### src/rtl/btn_direction_ctrl.sv
// btn_direction_ctrl: synchronises and debounces a raw pushbutton and toggles
// the up/down counter direction on each accepted press.
//
// Ports:
//   clk          system clock, all logic on its rising edge
//   reset        synchronous active-high reset
//   btn_in       raw asynchronous button pin
//   direction    count direction to the counter (1 = up, 0 = down)
//   btn_level    debounced button state (1 = pressed)
//   press_pulse  one-cycle strobe on each accepted press
//   long_pulse   one-cycle strobe on long-press detection (0 when disabled)
//
// Optional feature macro: BTN_LONG_PRESS_EN
//   undefined: direction toggles when press_pulse fires, long_pulse tied 0
//   defined:   toggle deferred to release acceptance and skipped after a long
//              press; a long press raises long_pulse and forces direction up

module btn_direction_ctrl #(
    parameter int DEBOUNCE_CYCLES = 1000000,
    parameter int LONG_CYCLES     = 50000000,
    parameter bit DIR_RESET       = 1'b1,
    parameter bit BTN_ACTIVE_LOW  = 1'b1
) (
    input  logic clk,
    input  logic reset,
    input  logic btn_in,
    output logic direction,
    output logic btn_level,
    output logic press_pulse,
    output logic long_pulse
);

    localparam int CW = $clog2(LONG_CYCLES + 1);

    // Debounce completes on the edge where the count would reach the limit.
    localparam logic [CW-1:0] DEB_LAST = CW'(DEBOUNCE_CYCLES - 1);
    localparam logic [CW-1:0] LONG_MAX = CW'(LONG_CYCLES);
`ifdef BTN_LONG_PRESS_EN
    localparam logic [CW-1:0] LONG_LAST = CW'(LONG_CYCLES - 1);
`endif

    // Pin level that corresponds to a released button.
    localparam logic REL_LVL = BTN_ACTIVE_LOW;

    typedef enum logic [1:0] {
        IDLE,
        PRESS_WAIT,
        HELD,
        RELEASE_WAIT
    } state_e;

    state_e        state_q, state_d;
    logic [1:0]    sync_q;
    logic [CW-1:0] cnt_q, cnt_d;
    logic [CW-1:0] hold_q, hold_d;
    logic          dir_q, dir_d;
    logic          lvl_q, lvl_d;
    logic          press_q, press_d;
    logic          long_q, long_d;
    logic          pressed;

    assign pressed = BTN_ACTIVE_LOW ? ~sync_q[1] : sync_q[1];

    always_ff @(posedge clk) begin
        if (reset) begin
            sync_q  <= {2{REL_LVL}};
            state_q <= IDLE;
            cnt_q   <= '0;
            hold_q  <= '0;
            dir_q   <= DIR_RESET;
            lvl_q   <= 1'b0;
            press_q <= 1'b0;
            long_q  <= 1'b0;
        end else begin
            sync_q  <= {sync_q[0], btn_in};
            state_q <= state_d;
            cnt_q   <= cnt_d;
            hold_q  <= hold_d;
            dir_q   <= dir_d;
            lvl_q   <= lvl_d;
            press_q <= press_d;
            long_q  <= long_d;
        end
    end

    always_comb begin
        state_d = state_q;
        cnt_d   = cnt_q;
        hold_d  = hold_q;
        dir_d   = dir_q;
        lvl_d   = lvl_q;
        press_d = 1'b0;
        long_d  = 1'b0;

        unique case (state_q)
            IDLE: begin
                if (pressed) begin
                    state_d = PRESS_WAIT;
                    cnt_d   = CW'(1);
                end
            end

            PRESS_WAIT: begin
                if (!pressed) begin
                    state_d = IDLE;
                    cnt_d   = '0;
                end else if (cnt_q == DEB_LAST) begin
                    state_d = HELD;
                    cnt_d   = '0;
                    hold_d  = '0;
                    lvl_d   = 1'b1;
                    press_d = 1'b1;
`ifndef BTN_LONG_PRESS_EN
                    dir_d   = ~dir_q;
`endif
                end else begin
                    cnt_d = cnt_q + CW'(1);
                end
            end

            HELD: begin
                if (!pressed) begin
                    state_d = RELEASE_WAIT;
                    cnt_d   = CW'(1);
                end else if (hold_q != LONG_MAX) begin
                    // Saturates at LONG_MAX so a long hold fires only once.
                    hold_d = hold_q + CW'(1);
`ifdef BTN_LONG_PRESS_EN
                    if (hold_q == LONG_LAST) begin
                        long_d = 1'b1;
                        dir_d  = 1'b1;
                    end
`endif
                end
            end

            RELEASE_WAIT: begin
                // hold_q is untouched here, so a bounce back into HELD
                // resumes the hold count where it left off.
                if (pressed) begin
                    state_d = HELD;
                    cnt_d   = '0;
                end else if (cnt_q == DEB_LAST) begin
                    state_d = IDLE;
                    cnt_d   = '0;
                    lvl_d   = 1'b0;
`ifdef BTN_LONG_PRESS_EN
                    if (hold_q != LONG_MAX) begin
                        dir_d = ~dir_q;
                    end
`endif
                end else begin
                    cnt_d = cnt_q + CW'(1);
                end
            end

            default: begin
                state_d = IDLE;
                cnt_d   = '0;
            end
        endcase
    end

    assign direction   = dir_q;
    assign btn_level   = lvl_q;
    assign press_pulse = press_q;
    assign long_pulse  = long_q;

endmodule

### config.mk
export PLATFORM = sky130hd
export DESIGN_NAME = btn_direction_ctrl
export DESIGN_NICKNAME = d
export VERILOG_FILES = /design/src/rtl/btn_direction_ctrl.sv
export SDC_FILE = /design/constraint.sdc
export NUM_CORES = 1
export LEC_CHECK = 0
export ABC_AREA = 1
export CORE_MARGIN = 5
export CORE_UTILIZATION = 25
export DETAILED_ROUTE_END_ITERATION = 6
export GPL_TIMING_DRIVEN = 0
export PLACE_DENSITY = 0.38
export SYNTH_ARGS = -nofsm -noshare
export SYNTH_HDL_FRONTEND = slang
export SYNTH_SLANG_ARGS = --single-unit
### constraint.sdc
create_clock -name clk -period 2.25 [get_ports clk]
set_input_delay 0.5625 -clock clk [delete_from_list [all_inputs] [get_ports clk]]
set_output_delay 0.5625 -clock clk [all_outputs]
set_load 0.02 [all_outputs]
==> flow_summary.yaml, run 1 <==
clock_network:
  path_clk_slew_ps: 70
  clock_sinks: 33
  post-cts-setup-buffer-count: 0
  cts_buffer_depth: 2
  cts_tree: "built"
  h-tree-depth: 2
  cts_root_buf: "clkbuf_8"
  numCtsBuffers: 5
  cts_resized: 0
  cts_hold_buf: 0
  clk_latency_ps: 290
placed_design:
  pre_cts_slack_ps: 433
  io_buffers: 4
  place_congestion: 0.774
  dp_hpwl_um: 4540
floorplanning:
  start_util: 0.254
  boundaryPins: 7
  die_w_um: 106
  core_um2: 9110
  die_h_um: 106
  die_area_um2: 11300
  row_count: 35
logic_synthesis:
  synth_edf_count: 0
  synth_top_area_share: 0.286
  synth-seq-area-share: 0.286
  synth_top_area_cell: "dfxtp_1"
  postSynth.asyncResetShare: 0
  synth_area_leaders: "dfxtp_1 (29%), nand2_1 (15%), a21oi_2 (6.4%)"
  ys_types: 37
  ys_seq_elements: 33
  ys.flop_type: "dfxtp_1"
  syn_avg_cell_area_um2: 7.03
  yosys_warnings: 0
  synth_nets: 333
  syn_area_um2: 2310
  synth_cells: 329
sta:
  fin_crit_sh: 0.805
  worst_slack_ps: 438
  relSlewSlack: 0.402
  worst_pin_slew_ps: 896
  whs_ps: 414
  slew_viol_final: 0
  period_needed_ps: 1810
  skew_ps: 5.45
  setup_tns_ps: 0
  rsz0062_at_grt: "false"
  max_freq_mhz: 552
  hold_viol_final: 0
  setup_viol: 0
routing:
  firstDrtPassIters: 4
  wl_per_cell_um: 13.4
  vias_per_cell: 4.44
  drt-initial-drc-count: 56
  num_vias: 2005
  detail-route-antenna-nets: 0
  totalWireLength_um: 6060
  drc_errors: 0
global_routing:
  grt_pass1_vias: 2026
  antenna_found_initial: 0
  grt_pass1_wl_um: 10400
  grt_overflow: 0
  grtUsageTotal: 0.117
  grt_max_degree: 11
setup_path:
  crit_chain: "clkdlybuf4s50_1"
  cp.required_ps: 1690
  reg2reg_slack_ps: 500
  worstSetupEndpointType: "output pin"
  timing.critical_path.buf_inv: 1
  crit_family: "buffers and inverters"
  critPathSlowestCell: "clkdlybuf4s50_1"
  slowest_delay_ps: 610
  critical_path_arrival_ps: 1250
  crit_type: "flip-flop to output pin"
  crit_fanout: 3
  cp-start-kind: "flip-flop"
finish:
  drive_gt1_frac: 0.287
  postLayoutCoreUtil: 0.285
  final_common_cell: "nand2_1"
  antennaDiodeCount: 0
  layout.nets: 344
  areaGrowthSynthToFinish_pct: 12.1
  final_cell_mix: "nand2_1 (93), dfxtp_1 (33), inv_1 (31)"
pwr:
  p_clk_frac: 0.405
  switching_share: 0.279
  finalPower_mw: 1.27
  intPower_uw: 918
  p_sw_uw: 356
  pwr-share-comb: 0.123
  p_leak_nw: 0.965
  p_seq_frac: 0.472
  p_per_area_nw_per_um2: 491
  vdd_drop_max_uv: 269
run:
  drv_cap: 0
worst_hold_path:
  worstHoldPathType: "flip-flop to flip-flop"
status:
  status: "complete, no violations"
[cells in the mapped netlist, types with 2 or more instances]
cell      count
buf_2         4
a21oi_1       6
nor2_2        8
a21oi_2      17
o21bai_1      2
buf_4         2
nor3_1        2
o21ai_1       2
xor2_1        2
nor2_8        2
inv_1        31
nand3_2      13
buf_8         2
nor2_1       25
nand2_4       3
nand3_1      23
dfxtp_1      33
nand2_1      93
nor2_4        8
o21ai_2       4
nand2_2      13
or2_2         3
o21ai_0       7
nand4_1       4
inv_2         8
[routing by layer]
layer / share of wire / global-route usage / up-vias
li1: - / - / 1064
met3: 0.024 / 0.0219 / 6
met5: 0 / 0 / -
met4: 0.0089 / 0.0278 / 0
met2: 0.48 / 0.195 / 17
met1: 0.49 / 0.155 / 918
[cell families after synthesis]
family | after synthesis | share of synthesized area
adders and majority gates | 1 | 0.00541
AOI/OAI and AO/OA | 42 | 0.130
buffers and inverters | 49 | 0.0990
and+or+nand+nor | 200 | 0.466
xor gates and xnor gates | 3 | 0.0114
DFF | 33 | 0.286
other | 1 | 0.00162
[power by group through the flow]
stage,combinational (mW),sequential (mW),clock [mW]
2_1_floorplan,0.112,0.614,0
3_5_place_dp,0.160,0.616,0
4_1_cts,0.162,0.602,0.543
6_report,0.156,0.602,0.515
3_3_place_gp,0.161,0.615,0
5_1_grt,0.175,0.603,0.566
[sequential cells by signal, indices dropped and copies added, names as in the netlist, named ones only]
register	cells
btn_level	1
cnt_q	26
direction	1
press_pulse	1
state_q	1
sync_q	2
[path summary, 6_finish.rpt]
check	cells after the start	from	endpoint
setup reg to reg	10	cnt_q[0]	cnt_q[4]
setup / recovery	1	direction	direction
hold reg to reg	1	sync_q[0]	sync_q[1]
hold / removal	1	sync_q[0]	sync_q[1]
[cell type report]
cell class	instances	area (um^2)
Timing Repair Buffer	4	40.0
Sequential cell	33	661
Fill cell	1025	6520
Inverter	39	146
Tap cell	111	139
Clock inverter	1	5.00
Buffer	10	82.6
Multi-Input combinational cell	247	1420
Clock buffer	7	96.3
[metrics by stage]
step / instance area [um^2] / std cells
floorplan: 2310 / 329
global placement: 2490 / 444
detailed placement: 2490 / 444
CTS: 2590 / 452
global route: 2590 / 452
finish: 2590 / 452
Note: power is estimated with default switching activity, not from simulation.
==> inputs of run 2 (changes only) <==
--- a/config.mk
+++ b/config.mk
@@ -10,7 +10,7 @@
 export CORE_UTILIZATION = 25
 export DETAILED_ROUTE_END_ITERATION = 6
 export GPL_TIMING_DRIVEN = 0
-export PLACE_DENSITY = 0.38
+export PLACE_DENSITY = 0.4
 export SYNTH_ARGS = -nofsm -noshare
 export SYNTH_HDL_FRONTEND = slang
 export SYNTH_SLANG_ARGS = --single-unit
==> constraint.sdc (replaced) <==
create_clock -name clk -period 1.6 [get_ports clk]
set_input_delay 0.4 -clock clk [delete_from_list [all_inputs] [get_ports clk]]
set_output_delay 0.4 -clock clk [all_outputs]
set_load 0.02 [all_outputs]
==> run 2 against run 1 <==
  * Worst hold slack worse by 15 ps
  * First-iteration DRC count is 57% higher
  * Cell area is 7.6% higher
  * Global-route usage is 0.25 points lower
  * Critical path depth is 8 higher
  * Utilization is 2.2 points higher
  * Wire length is 0.71% higher
  * Critical path type is now flip-flop to flip-flop
  * Critical endpoint is now cnt_q[23]
  * Largest cell class unchanged
==> flow_summary.yaml, run 2 (same netlist as run 1, synthesis figures left out) <==
global_routing:
  grt_max_degree: 12
  grt_pass1_vias: 1994
  grtUsageTotal: 0.114
  grt_overflow: 0
  grt_pass1_wl_um: 10300
  antenna_found_initial: 0
finish:
  layout.nets: 351
  final_common_cell: "nand2_1"
  areaGrowthSynthToFinish_pct: 20.6
  largest_reg_flops: 26
  drive_gt1_frac: 0.365
  fin_cells: 459
  top_register: "cnt_q"
  reg_top3: "cnt_q (26), sync_q (2)"
  antennaDiodeCount: 0
  final_cell_mix: "nand2_1 (91), inv_1 (29), nor2_1 (23)"
clock_network:
  h-tree-depth: 2
  clk_latency_ps: 290
  cts_hold_buf: 0
  path_clk_slew_ps: 80
  cts_root_buf: "clkbuf_8"
  clock_sinks: 33
  cts_buffer_depth: 2
  numCtsBuffers: 5
  cts_tree: "built"
sta:
  skew_ps: 10.0
  slew_viol_final: 0
  whs_ps: 399
  worst_pin_slew_ps: 789
  fin_crit_sh: 0.950
  worst_slack_ps: 80.3
  period_needed_ps: 1520
  max_freq_mhz: 658
  rsz0062_at_grt: "true"
  setup_viol: 0
  hold_viol_final: 0
  relSlewSlack: 0.474
setup_path:
  worstSetupEndpointType: "flip-flop"
  rr_worst_depth: 9
  crit_type: "flip-flop to flip-flop"
  timing.rr.start: "cnt_q[1]"
  reg2reg_slack_ps: 80
  critPathSlowestCell: "dfxtp_4"
  cp-start-kind: "flip-flop"
  timing.critical_path.buf_inv: 1
  crit_chain: "ha_4 > nand3_4 > nor2_4 > nand3_2 > nor2_4 > nor2_8 > buf_12 > nand3_2 > a21oi_2"
  cp.required_ps: 1740
  slowest_delay_ps: 370
  crit_family: "simple AND/OR/NAND/NOR gates"
  r2r_end: "cnt_q[23]"
  critical_path_arrival_ps: 1660
  crit_fanout: 6
status:
  status: "complete, no violations"
pwr:
  p_per_area_nw_per_um2: 654
  p_leak_nw: 1.04
  vdd_drop_max_uv: 267
  finalPower_mw: 1.83
placed_design:
  dp_cells: 444
  io_buffers: 4
  place_congestion: 0.782
  pre_cts_slack_ps: -92.2
  dp_hpwl_um: 4470
routing:
  num_vias: 2047
  firstDrtPassIters: 4
  drt-initial-drc-count: 88
  wl_per_cell_um: 13.3
  drc_errors: 0
  totalWireLength_um: 6110
  vias_per_cell: 4.46
  detail-route-antenna-nets: 0
worst_hold_path:
  worstHoldPathType: "input pin to flip-flop"
  holdPathStages: 2
  min_to: "cnt_q[3]"
  hp-start: "reset"
floorplanning:
  die_area_um2: 11300
  row_count: 35
  core_um2: 9110
  start_util: 0.254
  boundaryPins: 7
  die_w_um: 106
  die_h_um: 106
run:
  drv_cap: 0
run 2: cell types whose count changed in the layout (fill, tap and decap cells not counted), sizes merged:
cell,change
clkbuf,+2
buf,+4
clkdlybuf4s50,-3
clkinv,+1
dlygate4sd2,+3
run 2: layer usage:
metal,part of all wire,GRT usage
met5,0,0
met4,0.0072,0.0305
met3,0.020,0.0231
met2,0.47,0.195
met1,0.50,0.146
run 2: how the worst max path moves through the flow:
stage	endpoint	depth (start not counted)	from
detailed placement	flip-flop	10	cnt_q[0]
finish	cnt_q[23]	9	cnt_q[1]
global route	cnt_q[9]	10	cnt_q[1]
global placement	cnt_q[4]	10	cnt_q[0]
CTS	cnt_q[23]	9	cnt_q[0]
floorplan	cnt_q[13]	9	cnt_q[0]
run 2: timing repair:
item | in CTS | in global routing
hold endpoints to repair | 0 | 0
buffers inserted | 1 | 4
pin swaps | 2 | 8
gates resized for setup | 12 | 27
endpoints found under the setup margin | 25 | 27
gates cloned | 0 | 2
run 2: power breakdown:
group	switching, mW	internal, mW	total (mW)
Sequential	0.0128	0.833	0.845
Clock	0.354	0.349	0.703
Combinational	0.165	0.112	0.277
run 2: stage by stage:
step	cell area, um^2	util	TNS [ps]
finish	2790	0.306	0
global route	2790	0.306	-44.8
CTS	2630	0.289	0
detailed placement	2490	0.273	-523
global placement	2490	0.273	-457
floorplan	2310	-	0
run 2: area by class of cell:
cell class | instances | area, um^2
fillers | 1038 | 6320
multi-input cells | 247 | 1480
flip-flops and latches | 33 | 687
inverters | 39 | 149
well taps | 111 | 139
repair buffers | 11 | 136
plain buffers | 10 | 98.8
clock buffers | 6 | 82.6
clock inverters | 2 | 13.8
==> inputs of run 3 (changes only) <==
--- a/config.mk
+++ b/config.mk
@@ -11,6 +11,7 @@
 export DETAILED_ROUTE_END_ITERATION = 6
 export GPL_TIMING_DRIVEN = 0
 export PLACE_DENSITY = 0.4
+export SLEW_MARGIN = 25
 export SYNTH_ARGS = -nofsm -noshare
 export SYNTH_HDL_FRONTEND = slang
 export SYNTH_SLANG_ARGS = --single-unit
==> results of run 3 <==
Same layout as run 2: the final DEF is identical, and so are final timing and power.
